## src/rtl/pipe_perf_pkg.sv

```systemverilog
// Shared definitions for the pipeline performance counter block: counter
// select codes, FSM state encoding and default counter width.
package pipe_perf_pkg;

    localparam int CNT_W_DEF = 32;
    localparam int NUM_CNT   = 4;

    localparam logic [1:0] SEL_CYCLE  = 2'd0;
    localparam logic [1:0] SEL_RETIRE = 2'd1;
    localparam logic [1:0] SEL_STALL  = 2'd2;
    localparam logic [1:0] SEL_FLUSH  = 2'd3;

    typedef enum logic [1:0] {
        IDLE   = 2'd0,
        RUN    = 2'd1,
        FROZEN = 2'd2
    } perf_state_e;

endpackage

```

## src/rtl/pipe_perf_counter_if.sv

```systemverilog
// Event strobes and read port of pipe_perf_counter.
// snap_i exists only when PIPE_PERF_SNAPSHOT_EN is defined.
interface pipe_perf_counter_if #(
    parameter int CNT_W = 32
);
    logic             start_i;
    logic             freeze_i;
    logic             clr_i;
    logic             stall_i;
    logic             branch_i;
    logic             flush_i;
    logic             retire_i;
    logic             rd_req_i;
    logic [1:0]       rd_sel_i;
`ifdef PIPE_PERF_SNAPSHOT_EN
    logic             snap_i;
`endif
    logic             rd_valid_o;
    logic [CNT_W-1:0] rd_data_o;
    logic             running_o;

    modport slave (
`ifdef PIPE_PERF_SNAPSHOT_EN
        input  snap_i,
`endif
        input  start_i, freeze_i, clr_i, stall_i, branch_i, flush_i, retire_i,
        input  rd_req_i, rd_sel_i,
        output rd_valid_o, rd_data_o, running_o
    );

    modport master (
`ifdef PIPE_PERF_SNAPSHOT_EN
        output snap_i,
`endif
        output start_i, freeze_i, clr_i, stall_i, branch_i, flush_i, retire_i,
        output rd_req_i, rd_sel_i,
        input  rd_valid_o, rd_data_o, running_o
    );

endinterface

```

## src/rtl/sat_counter.sv

```systemverilog
// Single saturating up-counter; clear overrides any increment and acts
// regardless of the enable.
module sat_counter #(
    parameter int CNT_W = 32
) (
    input  logic             clk_i,
    input  logic             rst_i,
    input  logic             en_i,
    input  logic             inc_i,
    input  logic             clr_i,
    output logic [CNT_W-1:0] cnt_o
);

    localparam logic [CNT_W-1:0] ONE = {{(CNT_W-1){1'b0}}, 1'b1};

    logic [CNT_W-1:0] cnt_q;
    logic [CNT_W-1:0] cnt_d;

    always_comb begin
        cnt_d = cnt_q;
        if (clr_i) begin
            cnt_d = '0;
        end else if (en_i && inc_i && (cnt_q != '1)) begin
            cnt_d = cnt_q + ONE;
        end
    end

    always_ff @(posedge clk_i or negedge rst_i) begin
        if (!rst_i) begin
            cnt_q <= '0;
        end else begin
            cnt_q <= cnt_d;
        end
    end

    assign cnt_o = cnt_q;

endmodule

```

## src/rtl/pipe_perf_counter.sv

```systemverilog
// Performance counter unit: cycle/retire/load-use-stall/flush counters with
// a registered read port. PIPE_PERF_SNAPSHOT_EN adds coherent shadow copies.
module pipe_perf_counter
    import pipe_perf_pkg::*;
#(
    parameter int CNT_W = CNT_W_DEF
) (
    input  logic                clk_i,
    input  logic                rst_i,
    pipe_perf_counter_if.slave  bus
);

    perf_state_e      state_q;
    perf_state_e      state_d;
    logic             count_en;
    logic [NUM_CNT-1:0] cnt_inc;
    logic [CNT_W-1:0] cnt_val [NUM_CNT];
    logic [CNT_W-1:0] rd_src  [NUM_CNT];
    logic             rd_valid_q;
    logic             rd_valid_d;
    logic [CNT_W-1:0] rd_data_q;
    logic [CNT_W-1:0] rd_data_d;

    always_comb begin
        state_d = state_q;
        unique case (state_q)
            IDLE:    if (bus.start_i && !bus.freeze_i) state_d = RUN;
            RUN:     if (bus.freeze_i)     state_d = FROZEN;
                     else if (!bus.start_i) state_d = IDLE;
            FROZEN:  if (!bus.freeze_i)    state_d = bus.start_i ? RUN : IDLE;
            default: state_d = IDLE;
        endcase
    end

    always_ff @(posedge clk_i or negedge rst_i) begin
        if (!rst_i) begin
            state_q <= IDLE;
        end else begin
            state_q <= state_d;
        end
    end

    // Freeze suspends counting in the very cycle it is raised.
    assign count_en = (state_q == RUN) && !bus.freeze_i;

    always_comb begin
        cnt_inc             = '0;
        cnt_inc[SEL_CYCLE]  = 1'b1;
        cnt_inc[SEL_RETIRE] = bus.retire_i;
        cnt_inc[SEL_STALL]  = bus.stall_i & ~bus.branch_i;
        cnt_inc[SEL_FLUSH]  = bus.flush_i;
    end

    generate
        for (genvar gi = 0; gi < NUM_CNT; gi++) begin : g_cnt
            sat_counter #(.CNT_W(CNT_W)) u_cnt (
                .clk_i (clk_i),
                .rst_i (rst_i),
                .en_i  (count_en),
                .inc_i (cnt_inc[gi]),
                .clr_i (bus.clr_i),
                .cnt_o (cnt_val[gi])
            );
`ifdef PIPE_PERF_SNAPSHOT_EN
            // Shadow samples the live value before any same-edge clear.
            logic [CNT_W-1:0] shadow_q;
            logic [CNT_W-1:0] shadow_d;

            always_comb begin
                shadow_d = shadow_q;
                if (bus.snap_i) shadow_d = cnt_val[gi];
            end

            always_ff @(posedge clk_i or negedge rst_i) begin
                if (!rst_i) begin
                    shadow_q <= '0;
                end else begin
                    shadow_q <= shadow_d;
                end
            end

            assign rd_src[gi] = shadow_q;
`else
            assign rd_src[gi] = cnt_val[gi];
`endif
        end
    endgenerate

    always_comb begin
        rd_valid_d = bus.rd_req_i;
        rd_data_d  = rd_data_q;
        if (bus.rd_req_i) rd_data_d = rd_src[bus.rd_sel_i];
    end

    always_ff @(posedge clk_i or negedge rst_i) begin
        if (!rst_i) begin
            rd_valid_q <= 1'b0;
            rd_data_q  <= '0;
        end else begin
            rd_valid_q <= rd_valid_d;
            rd_data_q  <= rd_data_d;
        end
    end

    assign bus.rd_valid_o = rd_valid_q;
    assign bus.rd_data_o  = rd_data_q;
    assign bus.running_o  = (state_q == RUN);

endmodule

```

## src/flat_wrapper.sv

```systemverilog
// flat-port wrapper written by rule: the top's interface ports become plain ports
module pipe_perf_counter_flat import pipe_perf_pkg::*;
#(
    parameter int CNT_W = CNT_W_DEF
)
  (clk_i, rst_i, bus_start_i, bus_freeze_i, bus_clr_i, bus_stall_i, bus_branch_i, bus_flush_i, bus_retire_i, bus_rd_req_i, bus_rd_sel_i, bus_rd_valid_o, bus_rd_data_o, bus_running_o);
  pipe_perf_counter_if #(.CNT_W(CNT_W)) bus_i ();
  input  logic clk_i;
  input  logic rst_i;
  input wire logic [$bits(bus_i.start_i)-1:0] bus_start_i;
  input wire logic [$bits(bus_i.freeze_i)-1:0] bus_freeze_i;
  input wire logic [$bits(bus_i.clr_i)-1:0] bus_clr_i;
  input wire logic [$bits(bus_i.stall_i)-1:0] bus_stall_i;
  input wire logic [$bits(bus_i.branch_i)-1:0] bus_branch_i;
  input wire logic [$bits(bus_i.flush_i)-1:0] bus_flush_i;
  input wire logic [$bits(bus_i.retire_i)-1:0] bus_retire_i;
  input wire logic [$bits(bus_i.rd_req_i)-1:0] bus_rd_req_i;
  input wire logic [$bits(bus_i.rd_sel_i)-1:0] bus_rd_sel_i;
  output wire logic [$bits(bus_i.rd_valid_o)-1:0] bus_rd_valid_o;
  output wire logic [$bits(bus_i.rd_data_o)-1:0] bus_rd_data_o;
  output wire logic [$bits(bus_i.running_o)-1:0] bus_running_o;
  assign bus_i.start_i = bus_start_i;
  assign bus_i.freeze_i = bus_freeze_i;
  assign bus_i.clr_i = bus_clr_i;
  assign bus_i.stall_i = bus_stall_i;
  assign bus_i.branch_i = bus_branch_i;
  assign bus_i.flush_i = bus_flush_i;
  assign bus_i.retire_i = bus_retire_i;
  assign bus_i.rd_req_i = bus_rd_req_i;
  assign bus_i.rd_sel_i = bus_rd_sel_i;
  assign bus_rd_valid_o = bus_i.rd_valid_o;
  assign bus_rd_data_o = bus_i.rd_data_o;
  assign bus_running_o = bus_i.running_o;
  pipe_perf_counter #(.CNT_W(CNT_W)) u_core (.clk_i(clk_i), .rst_i(rst_i), .bus(bus_i));
endmodule
```

## config.mk

```make
export PLATFORM = sky130hd
export DESIGN_NAME = pipe_perf_counter_flat
export DESIGN_NICKNAME = d
export VERILOG_FILES = /design/src/rtl/pipe_perf_pkg.sv /design/src/rtl/pipe_perf_counter_if.sv /design/src/rtl/sat_counter.sv /design/src/rtl/pipe_perf_counter.sv /design/src/flat_wrapper.sv
export SDC_FILE = /design/constraint.sdc
export NUM_CORES = 1
export LEC_CHECK = 0
export CORE_ASPECT_RATIO = 1.4
export CORE_MARGIN = 2
export CORE_UTILIZATION = 60
export CTS_BUF_LIST = sky130_fd_sc_hd__clkbuf_2 sky130_fd_sc_hd__clkbuf_4 sky130_fd_sc_hd__clkbuf_8
export DETAILED_ROUTE_END_ITERATION = 8
export MAX_ROUTING_LAYER = met4
export PLACE_DENSITY = 0.8
export RECOVER_POWER = 25
export SLEW_MARGIN = 30
export SYNTH_ARGS = -nofsm -noshare
export SYNTH_HDL_FRONTEND = slang
export SYNTH_SLANG_ARGS = --single-unit
```

## constraint.sdc

```tcl
create_clock -name clk_i -period 6.6 [get_ports clk_i]
set_input_delay 0.99 -clock clk_i [delete_from_list [all_inputs] [get_ports clk_i]]
set_output_delay 0.99 -clock clk_i [all_outputs]
set_load 0.1 [all_outputs]
```

==> impl_metrics.tcl <==
set metrics [dict create \
    ff2ff_path_depth 5 \
    die_w_um 109 \
    ir_worst_vdd_mv 0.115 \
    holdCritStartpoint "u_core.bus.rd_data_o[28]$_DFFE_PN0P_" \
    ys_types 57 \
    first_pass_iters 5 \
    synth_edf_count 0 \
    synth_compound_area_frac 0.114 \
    synth.top_cell.area_share 0.444 \
    start_util 0.613 \
    tightest_slew_ps 1010 \
    cts_inserted_buffers 17 \
    layout_min_cycle_time_ps 3310 \
    coreArea_sq_um 15000 \
    cts_tree "built" \
    finalMaxSlewViolations 0 \
    grt_usage 0.322 \
    hold_viol 0 \
    num-nets-final 947 \
    htree_levels 4 \
    setup_violations 0 \
    synthAdderAreaFrac 0.00545 \
    drive_above_1_share 0.145 \
    cp_cell_sequence "clkdlybuf4s50_1 > nand4bb_1 > nor4_4 > nand4_1 > or3_1 > a21oi_1" \
    remaining_drc_errors 0 \
    wl_per_cell_um 20.9 \
    grt_pass1_vias 7365 \
    ys_seq_elements 163 \
    cap_violations 0 \
    clock_latency_ps 490 \
    grt-ovfl-total 0 \
    hp-class "register to register" \
    antenna_cells 0 \
    seq_area_frac_synth 0.444 \
    synthCells 904 \
    rsz0062_at_grt "false" \
    antenna_left 0 \
    cts_buffer_depth 2 \
    chipHeight_um 150 \
    slowest_delay_ps 670 \
    cts.repair.resized 0 \
    grt_pass1_wl_um 38900 \
    rr_startpoint "u_core.state_q[1]$_DFFE_PN0P_" \
    vias 7713 \
    synth_async_sr_flop_share 1.00 \
    status "finished, final reports clean" \
    synth_mux_area_frac 0.130 \
    cts.sinks 163 \
    rrSetupSlack_ps 3870 \
    tns_ps 0 \
    crit_required_ps 7010 \
    yosysWarnings 0 \
    dieArea_sq_um 16300 \
    synthTopCellsByArea "dfrtp_1 44%, mux4_2 7.8%, mux2_2 4.8%" \
    cpLargestDelayFamily "simple AND/OR/NAND/NOR gates" \
    r2r-end "u_core.g_cnt[3].u_cnt.cnt_o[28]$_DFFE_PN0P_" \
    critPathArrivalTime_ps 3720 \
    numPortBuffers 45 \
    grt_antenna_before_repair 0 \
    leakagePower_nw 3.84 \
    worstSetupStartpointType "input pin" \
    ios 46 \
    cts_hold_buf 0 \
    ys.flop_type "dfrtp_1" \
    p_per_area_nw_per_um2 189 \
    final_core_util 0.682 \
    whs_path_depth 1 \
    synth-xor-area-share 0.0496 \
    synth_nets 920 \
    drt_iter0_markers 909 \
    areaGrowthSynthToFinish_pct 11.4 \
    placementRows 53 \
    hpwlAfterDp_um 16500 \
    clk_pin_slew_worst_paths_ps 80 \
    post-cts-setup-buffers 0 \
    min_to "u_core.bus.rd_data_o[28]$_DFFE_PN0P_" \
    avgSynthCellArea_sq_um 10.2 \
    grt_max_degree 102 \
    crit_slowest_cell "nor4_4" \
    path_max_fanout 11 \
    end_kind "register" \
    synthesis.area_sq_um 9180 \
    max_freq_ghz 0.302 \
    yosysTopAreaCell "dfrtp_1" \
    skew_ps 14.0 \
    drt_wl_total_um 23700 \
    via_per_inst 6.79 \
    worstSetupPathType "input pin to register" \
    period_share 0.502 \
    cts_root_buffer "clkbuf_8" \
    place.gp.congestion 0.949 \
    path_buf_inv 1 \
    yosys.area_share.simple 0.231 \
    synth_top_family_by_area "simple AND/OR/NAND/NOR gates" \
    relSlewSlack 0.325 \
]
worst max path at each step:
| stage | startpoint | to | cells past startpoint |
|---|---|---|---|
| 2_1_floorplan | u_core.state_q[1]$_DFFE_PN0P_ | bus_running_o | 1 |
| 3_3_place_gp | bus_freeze_i | u_core.g_cnt[3].u_cnt.cnt_o[28]$_DFFE_PN0P_ | 6 |
| 3_5_place_dp | bus_freeze_i | u_core.g_cnt[3].u_cnt.cnt_o[28]$_DFFE_PN0P_ | 6 |
| 4_1_cts | u_core.state_q[0]$_DFFE_PN0P_ | bus_running_o | 2 |
| 5_1_grt | bus_freeze_i | u_core.g_cnt[3].u_cnt.cnt_o[28]$_DFFE_PN0P_ | 6 |
| 6_report | bus_freeze_i | u_core.g_cnt[3].u_cnt.cnt_o[28]$_DFFE_PN0P_ | 6 |
Yosys cell counts (3+ instances only):
library cell / count
nand3_1: 41
buf_1: 6
and2_1: 3
and3_1: 13
mux4_2: 32
a21oi_1: 67
a31o_2: 3
nor2b_1: 10
a2111oi_2: 3
buf_2: 5
nor2_1: 78
o2111ai_1: 4
nand2_1: 58
or3_1: 45
o41ai_1: 3
ha_1: 4
inv_1: 17
xnor2_1: 45
xor2_1: 7
o21a_1: 3
dfrtp_1: 163
o31ai_1: 15
nor4_1: 22
o21ai_0: 44
a211oi_1: 14
mux2_2: 39
o311ai_0: 4
nor3_1: 9
and4_1: 14
or2_2: 6
a31oi_1: 3
clkbuf_1: 33
or4_1: 17
nor4b_1: 4
nand4_1: 41
sequential cells by signal, indices dropped and copies added (netlist names):
signal / cells
u_core.g_cnt.u_cnt.cnt_o: 128
u_core.bus.rd_data_o: 32
u_core.bus.rd_valid_o: 1
u_core.state_q: 2
worst register-to-register path, cell delays in order, from the launching register on:
cell       delay (ps)
dfrtp_1           450
nand4bb_1         620
nor4_4            680
nand4_1           360
or3_1             410
a21oi_1           140
metrics by stage:
stage / instances / worst slack [ps] / area, sq um / hold WS, ps / power, mW
after global routing: 1136 / 3100 / 10200 / 535 / 1.99
after floorplan: 904 / 3820 / 9180 / 464 / 1.07
after detailed placement: 1104 / 2870 / 9760 / 494 / 1.11
after global placement: 1104 / 2920 / 9760 / 489 / 1.11
after CTS: 1136 / 3280 / 10200 / 513 / 1.93
final: 1136 / 3290 / 10200 / 509 / 1.93
per-layer routing:
| metal | GRT usage | up-vias | part of all wire |
|---|---|---|---|
| met1 | 0.419 | 3860 | 0.40 |
| met5 | - | - | 0 |
| met2 | 0.501 | 319 | 0.50 |
| li1 | - | 3476 | - |
| met4 | 0.134 | 0 | 0.036 |
| met3 | 0.0567 | 58 | 0.066 |
placed cells by master (no fill, tap or decap), types with 32 or more instances in the layout:
cell type        Yosys  layout
nand2_1             58      58
o21ai_0             44      44
nand4_1             41      41
or3_1               45      45
xnor2_1             45      45
mux4_2              32      32
nor2_1              78      78
a21oi_1             67      67
nand3_1             41      41
mux2_2              39      39
dfrtp_1            163     163
clkdlybuf4s50_1      0      42
cell families (layout without fill, tap and decap cells):
| group | Yosys count | count (layout) |
|---|---|---|
| buffers and inverters | 61 | 101 |
| XOR/XNOR | 52 | 52 |
| AND/OR/NAND/NOR | 379 | 379 |
| flip-flops | 163 | 163 |
| AO/OA/AOI/OAI | 171 | 171 |
| adder cells (fa/ha/maj) | 4 | 4 |
| multiplexers | 74 | 74 |
cell type report:
cell class | count | area [sq um]
multi-input cells | 680 | 4890
fillers | 1145 | 4760
flip-flops and latches | 163 | 4080
repair buffers | 52 | 502
clock buffers | 23 | 304
well taps | 192 | 240
clock inverters | 9 | 150
inverters | 17 | 63.8
report_power, final:
part	internal (mW)	total (mW)	switching [mW]
Sequential	1.00	1.00	0.00299
Clock	0.459	0.838	0.379
Combinational	0.0246	0.0887	0.0641
Total	1.48	1.93	0.446
Note: power is estimated with default switching activity, not from simulation.
